===== src/rtl/ex_mem_reg.sv =====
// EX/MEM pipeline register with flush/stall control and MADD/MSUB feedback of hilo/cnt.
// Define EX_MEM_EXCEPT_EN to build the CP0 and exception registers; otherwise they read zero and flush is ignored.
module ex_mem_reg (
    input  logic        clk,
    input  logic        resetn,
    input  logic        flush,
    input  logic        ex_stall,
    input  logic        mem_stall,
    input  logic [4:0]  ex_wd,
    input  logic        ex_wreg,
    input  logic [31:0] ex_wdata,
    input  logic        ex_whilo,
    input  logic [31:0] ex_hi,
    input  logic [31:0] ex_lo,
    input  logic [7:0]  ex_aluop,
    input  logic [31:0] ex_mem_addr,
    input  logic [31:0] ex_reg2,
    input  logic        ex_cp0_reg_we,
    input  logic [4:0]  ex_cp0_reg_write_addr,
    input  logic [31:0] ex_cp0_reg_data,
    input  logic [31:0] ex_excepttype,
    input  logic [31:0] ex_current_inst_addr,
    input  logic        ex_is_in_delayslot,
    input  logic [63:0] hilo_i,
    input  logic [1:0]  cnt_i,
    output logic [4:0]  mem_wd,
    output logic        mem_wreg,
    output logic [31:0] mem_wdata,
    output logic        mem_whilo,
    output logic [31:0] mem_hi,
    output logic [31:0] mem_lo,
    output logic [7:0]  mem_aluop,
    output logic [31:0] mem_mem_addr,
    output logic [31:0] mem_reg2,
    output logic        mem_cp0_reg_we,
    output logic [4:0]  mem_cp0_reg_write_addr,
    output logic [31:0] mem_cp0_reg_data,
    output logic [31:0] mem_excepttype,
    output logic [31:0] mem_current_inst_addr,
    output logic        mem_is_in_delayslot,
    output logic [63:0] hilo_o,
    output logic [1:0]  cnt_o,
    output logic        mem_valid
);

    logic flush_eff;
    logic bubble;

`ifdef EX_MEM_EXCEPT_EN
    assign flush_eff = flush;
`else
    assign flush_eff = 1'b0;
`endif

    assign bubble = ex_stall && !mem_stall;

    always_ff @(posedge clk or negedge resetn) begin
        if (!resetn) begin
            mem_wd       <= '0;
            mem_wreg     <= 1'b0;
            mem_wdata    <= '0;
            mem_whilo    <= 1'b0;
            mem_hi       <= '0;
            mem_lo       <= '0;
            mem_aluop    <= '0;
            mem_mem_addr <= '0;
            mem_reg2     <= '0;
            mem_valid    <= 1'b0;
        end else if (flush_eff || bubble) begin
            mem_wd       <= '0;
            mem_wreg     <= 1'b0;
            mem_wdata    <= '0;
            mem_whilo    <= 1'b0;
            mem_hi       <= '0;
            mem_lo       <= '0;
            mem_aluop    <= '0;
            mem_mem_addr <= '0;
            mem_reg2     <= '0;
            mem_valid    <= 1'b0;
        end else if (!mem_stall) begin
            mem_wd       <= ex_wd;
            mem_wreg     <= ex_wreg;
            mem_wdata    <= ex_wdata;
            mem_whilo    <= ex_whilo;
            mem_hi       <= ex_hi;
            mem_lo       <= ex_lo;
            mem_aluop    <= ex_aluop;
            mem_mem_addr <= ex_mem_addr;
            mem_reg2     <= ex_reg2;
            mem_valid    <= 1'b1;
        end
    end

    // The partial product only survives while EX is held alone; cnt_i==3 passes through untouched.
    always_ff @(posedge clk or negedge resetn) begin
        if (!resetn) begin
            hilo_o <= '0;
            cnt_o  <= '0;
        end else if (flush_eff) begin
            hilo_o <= '0;
            cnt_o  <= '0;
        end else if (bubble) begin
            hilo_o <= hilo_i;
            cnt_o  <= cnt_i;
        end else if (!mem_stall) begin
            hilo_o <= '0;
            cnt_o  <= '0;
        end
    end

`ifdef EX_MEM_EXCEPT_EN
    always_ff @(posedge clk or negedge resetn) begin
        if (!resetn) begin
            mem_cp0_reg_we         <= 1'b0;
            mem_cp0_reg_write_addr <= '0;
            mem_cp0_reg_data       <= '0;
            mem_excepttype         <= '0;
            mem_current_inst_addr  <= '0;
            mem_is_in_delayslot    <= 1'b0;
        end else if (flush_eff || bubble) begin
            mem_cp0_reg_we         <= 1'b0;
            mem_cp0_reg_write_addr <= '0;
            mem_cp0_reg_data       <= '0;
            mem_excepttype         <= '0;
            mem_current_inst_addr  <= '0;
            mem_is_in_delayslot    <= 1'b0;
        end else if (!mem_stall) begin
            mem_cp0_reg_we         <= ex_cp0_reg_we;
            mem_cp0_reg_write_addr <= ex_cp0_reg_write_addr;
            mem_cp0_reg_data       <= ex_cp0_reg_data;
            mem_excepttype         <= ex_excepttype;
            mem_current_inst_addr  <= ex_current_inst_addr;
            mem_is_in_delayslot    <= ex_is_in_delayslot;
        end
    end
`else
    logic unused_exc_inputs;
    assign unused_exc_inputs = ^{flush, ex_cp0_reg_we, ex_cp0_reg_write_addr, ex_cp0_reg_data,
                                 ex_excepttype, ex_current_inst_addr, ex_is_in_delayslot};

    assign mem_cp0_reg_we         = 1'b0;
    assign mem_cp0_reg_write_addr = '0;
    assign mem_cp0_reg_data       = '0;
    assign mem_excepttype         = '0;
    assign mem_current_inst_addr  = '0;
    assign mem_is_in_delayslot    = 1'b0;
`endif

endmodule


===== config.mk =====
export PLATFORM = sky130hd
export DESIGN_NAME = ex_mem_reg
export DESIGN_NICKNAME = d
export VERILOG_FILES = /design/src/rtl/ex_mem_reg.sv
export SDC_FILE = /design/constraint.sdc
export NUM_CORES = 1
export LEC_CHECK = 0
export BUFFER_PORTS_ARGS = -buffer_cell sky130_fd_sc_hd__buf_2
export CORE_AREA = 2 2 270 272
export CTS_BUF_LIST = sky130_fd_sc_hd__clkbuf_4 sky130_fd_sc_hd__clkbuf_8
export CTS_CLUSTER_DIAMETER = 80
export DETAILED_ROUTE_END_ITERATION = 8
export DIE_AREA = 0 0 272 274
export HOLD_SLACK_MARGIN = 0.02
export MAX_ROUTING_LAYER = met4
export PLACE_DENSITY = 0.36
export SYNTH_ARGS = -nofsm -noshare
export SYNTH_HDL_FRONTEND = slang
export SYNTH_SLANG_ARGS = --single-unit

===== constraint.sdc =====
create_clock -name clk -period 0.8 [get_ports clk]
set_input_delay 0.08 -clock clk [delete_from_list [all_inputs] [get_ports clk]]
set_output_delay 0.08 -clock clk [all_outputs]
set_load 0.01 [all_outputs]

======== Yosys cells after proc, flatten, opt, wreduce, memory -nomap -nowiden ========
Index checks and enable logic that the tools add are counted.
operators by class
  equality and inequality tests ........... 1
  multiplexer cells ....................... 24
  reduce and logical (&&, ||, !) cells .... 2
operators by type and width
  operator            number
  $mux 32             10
  $mux 64             2
  $mux 8              2
  $mux 5              2
  $mux 1              6
  $mux 2              2
  $ne 2x1->1 const B  1
  $logic_and 1x1->1   1
  $logic_not 1->1     1
storage, ports and cells
  register bits ........................... 242
  bits of input ports ..................... 349
  output and inout bits ................... 345
  logic and storage cells ................. 39

======== Logic depth before layout (Yosys ltp) ========
Gate-level depths: netlist of run 1.
  word-level depth ........................ 3
  depth in mapped cells ................... 5

======== Least setup slack after synthesis of run 1 ========
Ideal clock, no wire load.
  kind .................................... input to register
  from .................................... input port mem_stall
  to ...................................... register hilo_o[23]
  arrival time ............................ 0.742 ns
  path slack .............................. -0.063 ns
  cell stages on the path ................. 5
  path through ............................ buf_4 > nor2b_2 > buf_4 > buf_4 > a22o_1
between the ends
  longest elaborated chain between the ends .. 3
RTL lines
  item                                                    line  text
  from (decl)                                             8     input logic mem_stall,
  $logic_not 1->1                                         n/a
  $logic_and 1x1->1                                       55    assign bubble = ex_stall && !mem_stall;
  $ne 2x1->1 (no line) / $mux 64 (equally long branches)  n/a
  to (signal assigned)                                    103   hilo_o <= hilo_i;
  to (decl)                                               41    output logic [63:0] hilo_o,
Parallel ways exist; a longest one is shown, timed or not.
A chain may end at the register's enable or synchronous reset.

======== Worst setup path after layout of run 1 ========
  from .................................... register hilo_o[15]
  to ...................................... output port hilo_o[15]
No word-level cell between the ends.

==> results of run 1 <==
-- per-stage QoR --
| stage | util | area [sq um] | std cells | TNS [ns] |
|---|---|---|---|---|
| 5_1_grt | 0.253 | 18200 | 2554 | -122.97 |
| 3_5_place_dp | 0.182 | 13100 | 2111 | -42.50 |
| 6_report | 0.253 | 18200 | 2554 | -98.27 |
| 3_3_place_gp | 0.182 | 13100 | 2111 | -40.83 |
| 2_1_floorplan | - | 9740 | 745 | -3.88 |
| 4_1_cts | 0.244 | 17600 | 2509 | -117.69 |
-- area by class of cell --
cell class | instances | area [sq um] | area share
flip-flops and latches | 242 | 6060 | 0.333
multi-input cells | 347 | 2530 | 0.139
repair buffers | 919 | 7410 | 0.407
clock buffers | 79 | 962 | 0.0529
diodes | 1 | 2.50 | 0.000137
clock inverters | 7 | 43.8 | 0.00241
well taps | 959 | 1200 | 0.0659
-- state kept, by name, indices dropped and copies added (netlist names) --
name and flops:
mem_mem_addr 32, mem_reg2 32, mem_whilo 1, mem_aluop 8, mem_wdata 32, mem_wd 5, cnt_o 2, mem_hi 32
mem_wreg 1, mem_lo 32, mem_valid 1, hilo_o 64
-- how the worst max path moves through the flow --
stage	from	end	slack (ns)	cells past startpoint
floorplan	mem_stall	hilo_o[23]	-0.02	4
global placement	mem_stall	mem_mem_addr[9]	-0.19	4
detailed placement	mem_stall	mem_reg2[24]	-0.22	5
CTS	mem_reg2[18]	mem_reg2[18]	-0.56	1
global route	mem_reg2[18]	mem_reg2[18]	-0.54	1
finish	hilo_o[15]	hilo_o[15]	-0.46	1
-- metal layers --
layer	part of all wire	vias up
met5	0	-
met4	0.025	0
met3	0.081	72
met2	0.49	368
met1	0.41	4294
li1	-	4040
-- kinds of logic (layout without fill, tap and decap cells) --
logic type / count (synthesis) / in the layout
AOI/OAI and AO/OA: 242 / 242
DFF: 242 / 242
buffers and inverters: 156 / 1005
and+or+nand+nor: 2 / 2
other: 1 / 104
-- cell usage after synthesis --
cell type / count / area share
a21o_1: 1 / 0.00081
a22o_1: 241 / 0.23
buf_1: 2 / 0.00081
buf_2: 25 / 0.013
buf_4: 125 / 0.10
clkbuf_1: 4 / 0.0016
conb_1: 1 / 0.00040
dfrtp_1: 242 / 0.65
nor2_4: 1 / 0.0012
nor2b_2: 1 / 0.00094
-- repair_timing --
action                                  4_1_cts  5_1_grt
hold endpoints to repair                    483       37
hold buffers                                244        1
gates resized for setup                     131       61
buffers inserted                             68       67
endpoints found under the setup margin      242      315
pin swaps                                    65       66
-- power breakdown --
part | internal (uW) | switching, uW | total, uW
Sequential | 13200 | 662 | 13900
Combinational | 4010 | 2870 | 6870
Clock | 7560 | 5610 | 13200
-- worst reg2reg max path: stages (launching register included) --
cell and delay (ns):
dfrtp_1 0.39, buf_4 0.14, buf_4 0.12, a22o_1 0.20
==> results.json, run 1 <==
{
  "portBuffers": 486,
  "nets": 1907,
  "hp-class": "in -> async",
  "antenna_found_initial": 1,
  "yosys.area_share.simple": 0.00216,
  "rr_worst_depth": 3,
  "leakagePower_uw": 0.00933,
  "yosysSeqAreaShare": 0.652,
  "synth_area_sq_um": 9280,
  "clock_skew_ns": 0,
  "p_per_area_nw_per_um2": 1860,
  "post-place-ws_ns": -0.216,
  "r2r_slack_ns": -0.16,
  "startpoint_type": "register",
  "drc": 0,
  "drive_gt1_frac": 0.480,
  "io_pins": 694,
  "fp.dieW_um": 272,
  "crit-reg2reg-launch": "mem_hi[17]",
  "worstPathMaxFanout": 2,
  "grt.total_usage": 0.0977,
  "crit_slowest_cell": "dfrtp_1",
  "synthCells": 643,
  "setup_violations": 354,
  "grt_pass1_vias": 9122,
  "crit_path_cell_trace": "buf_2",
  "cp.required_ns": 0.72,
  "met2_usage": 0.159,
  "initial_core_util": 0.129,
  "cts_tree": "built",
  "hold_viol": 2,
  "final_common_cell": "buf_2",
  "grt_pass1_wl_um": 54500,
  "cts_buffer_depth": 3,
  "dp_hpwl_um": 27100,
  "finalMaxSlewViolations": 0,
  "cp_top_family": "flip-flops",
  "yosysWarnings": 0,
  "status": "finished, violations left",
  "die_h_um": 274,
  "critPathCaptureType": "primary output",
  "vias": 8774,
  "rsz0062_at_grt": "yes",
  "root_buffer": "clkbuf_8",
  "dr.pass1.iters": 4,
  "grt_max_degree": 32,
  "ant_nets": 0,
  "synth_compound_area_frac": 0.228,
  "maxCapViolations": 0,
  "row_count": 99,
  "yosys.area_share.adder": 0,
  "fmax_mhz": 796,
  "synth_mux_area_frac": 0,
  "ir_drop_mv": 0.982,
  "fillCellCount": 7646,
  "met3_usage": 0.0303,
  "clkTransAtPathRegs_ns": 0.06,
  "arrival_ns": 1.18,
  "htree_levels": 2,
  "period_share": 1.57,
  "vias_per_cell": 3.44,
  "crit_buf_inv": 1,
  "cts_sinks": 242,
  "critPathMaxStageDelay_ns": 0.43,
  "setup_ws_ns": -0.456,
  "mostFrequentLayoutCells": "373 x buf_2, 244 x dlygate4sd3_1, 241 x a22o_1",
  "wirelength_um": 38200,
  "synthToLayoutAreaGrowth_pct": 96.1,
  "busiest_layer": "met2",
  "core_area_sq_um": 72000,
  "place_congestion": 0.781,
  "worstSetupPathType": "reg -> out",
  "synthXorXnorAreaFrac": 0,
  "hold-worst-slack_ns": -0.00421,
  "clk-insertion-delay-late_ns": 0.58,
  "ys_seq_elements": 242,
  "drtIter0Drc": 260,
  "violations": "hold timing, setup timing",
  "use_met1": 0.113,
  "wl_per_cell_um": 15.0,
  "cts_buffers": 48,
  "dieArea_sq_um": 74500,
  "fin_crit_ns": 1.26,
  "p_total_uw": 33900,
  "synth_cell_types": 10,
  "grt.overflow.total": 0,
  "synth_top_family_by_area": "compound AO/OA/AOI/OAI gates",
  "syn_area_per_cell_sq_um": 14.4,
  "r2r-end": "mem_hi[17]"
}
Power figures use the tool's default switching activity.
==> run 2, diff against run 1 <==
RECOVER_POWER = 25   (was default)
==> results.json, run 2 (synthesized netlist as in run 1, its figures left out) <==
{
  "fmax_mhz": 797,
  "core_area_sq_um": 72000,
  "largest_reg_flops": 64,
  "drtIter0Drc": 274,
  "dp_hpwl_um": 27100,
  "root_buffer": "clkbuf_8",
  "p_comb_frac": 0.202,
  "grt_pass1_vias": 9122,
  "slew_headroom": 0.467,
  "fin_crit_ns": 1.25,
  "p_sw_uw": 9130,
  "r2r_slack_ns": -0.16,
  "io_pins": 694,
  "ant_nets": 0,
  "grt.total_usage": 0.0977,
  "drc": 0,
  "arrival_ns": 1.17,
  "crit_buf_inv": 1,
  "finalNonFillerCells": 2554,
  "vias": 8788,
  "grt_pass1_wl_um": 54500,
  "path_depth": 1,
  "dr.pass1.iters": 4,
  "placed_cells": 2111,
  "maxCapViolations": 0,
  "cts_sinks": 242,
  "leakagePower_uw": 0.00932,
  "use_met1": 0.113,
  "crit_slowest_cell": "dfrtp_1",
  "mostFrequentLayoutCells": "374 x buf_2, 244 x dlygate4sd3_1, 241 x a22o_1",
  "cp.required_ns": 0.72,
  "nets": 1907,
  "met2_usage": 0.159,
  "crit-reg2reg-launch": "mem_hi[17]",
  "clock_skew_ns": 0,
  "portBuffers": 486,
  "htree_levels": 2,
  "p_sw_frac": 0.270,
  "initial_core_util": 0.129,
  "antenna_found_initial": 1,
  "p_total_uw": 33900,
  "worstPathMaxFanout": 2,
  "final_common_cell": "buf_2",
  "place_congestion": 0.781,
  "crit_start": "hilo_o[15]",
  "regMostFlops": "hilo_o",
  "grt.overflow.total": 0,
  "vias_per_cell": 3.44,
  "busiest_layer": "met2",
  "critPathMaxStageDelay_ns": 0.43,
  "rsz0062_at_grt": "yes",
  "drive_gt1_frac": 0.479,
  "period_share": 1.57,
  "clkPwrFrac": 0.389,
  "wl_per_cell_um": 15.0,
  "startpoint_type": "register",
  "met3_usage": 0.0303,
  "endpoint": "hilo_o[15]",
  "clk-insertion-delay-late_ns": 0.58,
  "hold_viol": 0,
  "hp-class": "in -> reg",
  "status": "finished, violations left",
  "worst_pin_slew_ns": 0.800,
  "worstSetupPathType": "reg -> out",
  "cts_buffer_depth": 3,
  "synthToLayoutAreaGrowth_pct": 95.6,
  "ir_drop_mv": 0.983,
  "setup_tns_ns": -106.09,
  "grt_max_degree": 32,
  "wirelength_um": 38200,
  "fillCellCount": 7651,
  "fp.dieW_um": 272,
  "cp_top_family": "flip-flops",
  "post-place-ws_ns": -0.216,
  "dieArea_sq_um": 74500,
  "p_int_uw": 24700,
  "seqPwrFrac": 0.409,
  "crit_path_cell_trace": "buf_2",
  "cts_tree": "built",
  "r2r-end": "mem_hi[17]",
  "critPathCaptureType": "primary output",
  "clkTransAtPathRegs_ns": 0.05,
  "setup_violations": 472,
  "setup_ws_ns": -0.455,
  "violations": "setup timing",
  "finalMaxSlewViolations": 0,
  "rr_worst_depth": 3,
  "row_count": 99,
  "cts_buffers": 48,
  "p_per_area_nw_per_um2": 1870,
  "die_h_um": 274
}
==> run 2: cell types whose count changed in the layout (fill, tap and decap cells not counted) <==
cell	delta
buf_12	-2
buf_2	+1
buf_8	-1
clkbuf_1	+1
clkbuf_2	+1
==> run 2: power groups by stage <==
stage	Combinational [uW]	Clock, uW	Sequential [uW]
6_report	6850	13200	13900
5_1_grt	7360	14400	14000
4_1_cts	6500	13900	13800
3_5_place_dp	4720	0	13900
3_3_place_gp	4710	0	14000
2_1_floorplan	1870	0	14400
==> run 2: area by class of cell <==
| cell class | count | area [sq um] | share of cell area |
|---|---|---|---|
| diodes | 1 | 2.50 | 0.000138 |
| well taps | 959 | 1200 | 0.0661 |
| repair buffers | 919 | 7370 | 0.406 |
| clock inverters | 7 | 43.8 | 0.00241 |
| flip-flops and latches | 242 | 6060 | 0.334 |
| multi-input cells | 347 | 2530 | 0.139 |
| clock buffers | 79 | 962 | 0.0530 |
==> run 2: per-layer routing <==
metal / share of wire / vias to the layer above
met5: 0 / -
met1: 0.41 / 4297
li1: - / 4043
met3: 0.082 / 72
met2: 0.49 / 376
met4: 0.025 / 0
==> run 2: timing repair <==
| item | 4_1_cts | 5_1_grt |
|---|---|---|
| pin swaps | 65 | 66 |
| gates resized for setup | 131 | 61 |
| setup endpoints to repair | 242 | 315 |
| endpoints found under the hold margin | 483 | 37 |
| hold buffers | 244 | 1 |
| buffers inserted | 68 | 67 |
==> run 2: worst min path at each step <==
stage	start	cells after the start	slack, ns	endpoint
2_1_floorplan	resetn	0	-0.22	cnt_o[0]
3_3_place_gp	resetn	2	0.005	mem_lo[5]
3_5_place_dp	resetn	2	0.006	mem_lo[5]
4_1_cts	resetn	3	-0.09	mem_lo[5]
5_1_grt	ex_stall	4	0.001	mem_mem_addr[2]
6_report	ex_stall	4	0.04	mem_wd[0]
==> run 2: tightest hold or removal path: stages <==
cell and delay (ns):
buf_2 0.11, nor2_4 0.06, buf_12 0.15, a22o_1 0.18
==> run 2: stage by stage <==
stage / util / hold slack [ns] / area, sq um
3_3_place_gp: 0.182 / 0.00550 / 13100
5_1_grt: 0.252 / 0.00146 / 18200
3_5_place_dp: 0.182 / 0.00624 / 13100
4_1_cts: 0.244 / -0.0858 / 17600
6_report: 0.252 / 0.0373 / 18200
2_1_floorplan: - / -0.216 / 9740
==> run 3, diff against run 2 <==
REMOVE_ABC_BUFFERS = 1   (was default)
==> results.json, run 3 (synthesized netlist as in run 1, its figures left out) <==
{
  "row_count": 99,
  "mostFrequentLayoutCells": "389 x buf_2, 245 x dlygate4sd3_1, 242 x dfrtp_1",
  "final_common_cell": "buf_2",
  "cts_sinks": 242,
  "p_per_area_nw_per_um2": 1930,
  "met3_wirelength_um": 2910,
  "grt.overflow.total": 0,
  "min_from": "mem_stall",
  "vias_per_cell": 3.43,
  "worstSetupPathType": "reg -> out",
  "dr.pass1.iters": 4,
  "initial_core_util": 0.129,
  "die_h_um": 274,
  "drc": 0,
  "wl_per_cell_um": 14.8,
  "cts_tree": "built",
  "largest_reg_flops": 64,
  "worst_pin_slew_ns": 0.546,
  "clock_skew_ns": 0,
  "highest_layer": "met4",
  "clkTransAtPathRegs_ns": 0.06,
  "setup_violations": 554,
  "crit-reg2reg-launch": "hilo_o[63]",
  "setup_ws_ns": -0.532,
  "worstPathMaxFanout": 2,
  "grt_pass1_wl_um": 54300,
  "cts_buffer_depth": 3,
  "ant_nets": 0,
  "fp.dieW_um": 272,
  "wirelength_um": 37600,
  "final_util": 0.252,
  "grt.total_usage": 0.0972,
  "maxCapViolations": 0,
  "htree_levels": 2,
  "dieArea_sq_um": 74500,
  "p_total_uw": 35000,
  "vias": 8738,
  "whs_endpoint": "hilo_o[55]",
  "io_pins": 694,
  "placed_cells": 2110,
  "ir_drop_mv": 0.950,
  "clk-insertion-delay-late_ns": 0.58,
  "stdcell_area_sq_um": 18200,
  "rsz0062_at_grt": "yes",
  "core_area_sq_um": 72000,
  "holdPathStages": 4,
  "r2r_slack_ns": -0.11,
  "dp_hpwl_um": 26300,
  "r2r-end": "hilo_o[63]",
  "startpoint_type": "register",
  "fin_crit_ns": 1.33,
  "drtIter0Drc": 285,
  "hold_viol": 0,
  "leakagePower_uw": 0.00933,
  "synthToLayoutAreaGrowth_pct": 95.7,
  "finalMaxSlewViolations": 0,
  "wl_met1_um": 15300,
  "fmax_mhz": 751,
  "place_congestion": 0.797,
  "arrival_ns": 1.25,
  "root_buffer": "clkbuf_8",
  "cp.required_ns": 0.72,
  "finalNonFillerCells": 2548,
  "violations": "setup timing",
  "place_area_sq_um": 13100,
  "status": "finished, violations left",
  "rr_worst_depth": 3,
  "met2_length_um": 18400,
  "grt_pass1_vias": 9295,
  "hp-class": "in -> reg",
  "period_share": 1.66,
  "critPathCaptureType": "primary output",
  "antenna_found_initial": 5,
  "regMostFlops": "hilo_o",
  "grt_max_degree": 41,
  "drive_gt1_frac": 0.474,
  "slew_headroom": 0.636,
  "nets": 1898,
  "cts_buffers": 47,
  "portBuffers": 486
}
==> run 3: cell types whose count changed in the layout (fill, tap and decap cells not counted), sizes merged <==
cell	delta
buf	-11
clkbuf	-9
clkinv	+6
bufinv	+4
diode	+2
clkinvlp	-1
dlygate4sd3	+1
dlymetal6s2s	+1
inv	+1
==> run 3: how the worst max path moves through the flow <==
stage | from | to | slack, ns | cells after the start
2_1_floorplan | ex_stall | mem_reg2[28] | -1.54 | 2
3_3_place_gp | mem_stall | hilo_o[63] | -0.31 | 4
3_5_place_dp | mem_stall | hilo_o[39] | -0.35 | 4
4_1_cts | hilo_o[30] | hilo_o[30] | -0.62 | 2
5_1_grt | hilo_o[30] | hilo_o[30] | -0.64 | 2
6_report | hilo_o[30] | hilo_o[30] | -0.53 | 2
==> run 3: area by class of cell <==
cell class / count / area [sq um]
fillers: 7669 / 53800
repair buffers: 911 / 7260
flip-flops and latches: 242 / 6060
multi-input cells: 347 / 2530
well taps: 959 / 1200
clock buffers: 69 / 912
clock inverters: 17 / 199
diodes: 3 / 7.51
==> run 3: metrics by stage <==
step                      TNS, ns  hold WS (ns)  worst slack, ns
after floorplan           -328.92        -0.216            -1.54
after global placement     -58.68       -0.0991           -0.309
after detailed placement   -61.46        -0.100           -0.353
after CTS                 -153.71      -0.00898           -0.624
after global routing      -152.26        0.0606           -0.637
final                     -108.07         0.111           -0.532
==> run 3: repair_timing <==
action	in CTS	in global routing
buffers inserted	60	58
endpoints found under the setup margin	242	399
hold endpoints to repair	483	9
gates resized for setup	95	64
hold buffers	247	1
pin swaps	59	57
==> run 3: where the power goes <==
part | internal, uW | total (uW) | switching [uW]
Sequential | 13200 | 13800 | 653
Combinational | 3900 | 6690 | 2790
Clock | 8660 | 14400 | 5790
Total | 25800 | 35000 | 9230
==> run 3: critical path: stages (launching register included) <==
cell and delay, ns:
dfrtp_1 0.41, buf_12 0.14, buf_6 0.11
==> run 3: layer usage <==
layer  up-vias  GRT usage
met2       389      0.161
li1       4023          -
met4         0     0.0338
met1      4265      0.111
met5         -          -
met3        61     0.0304
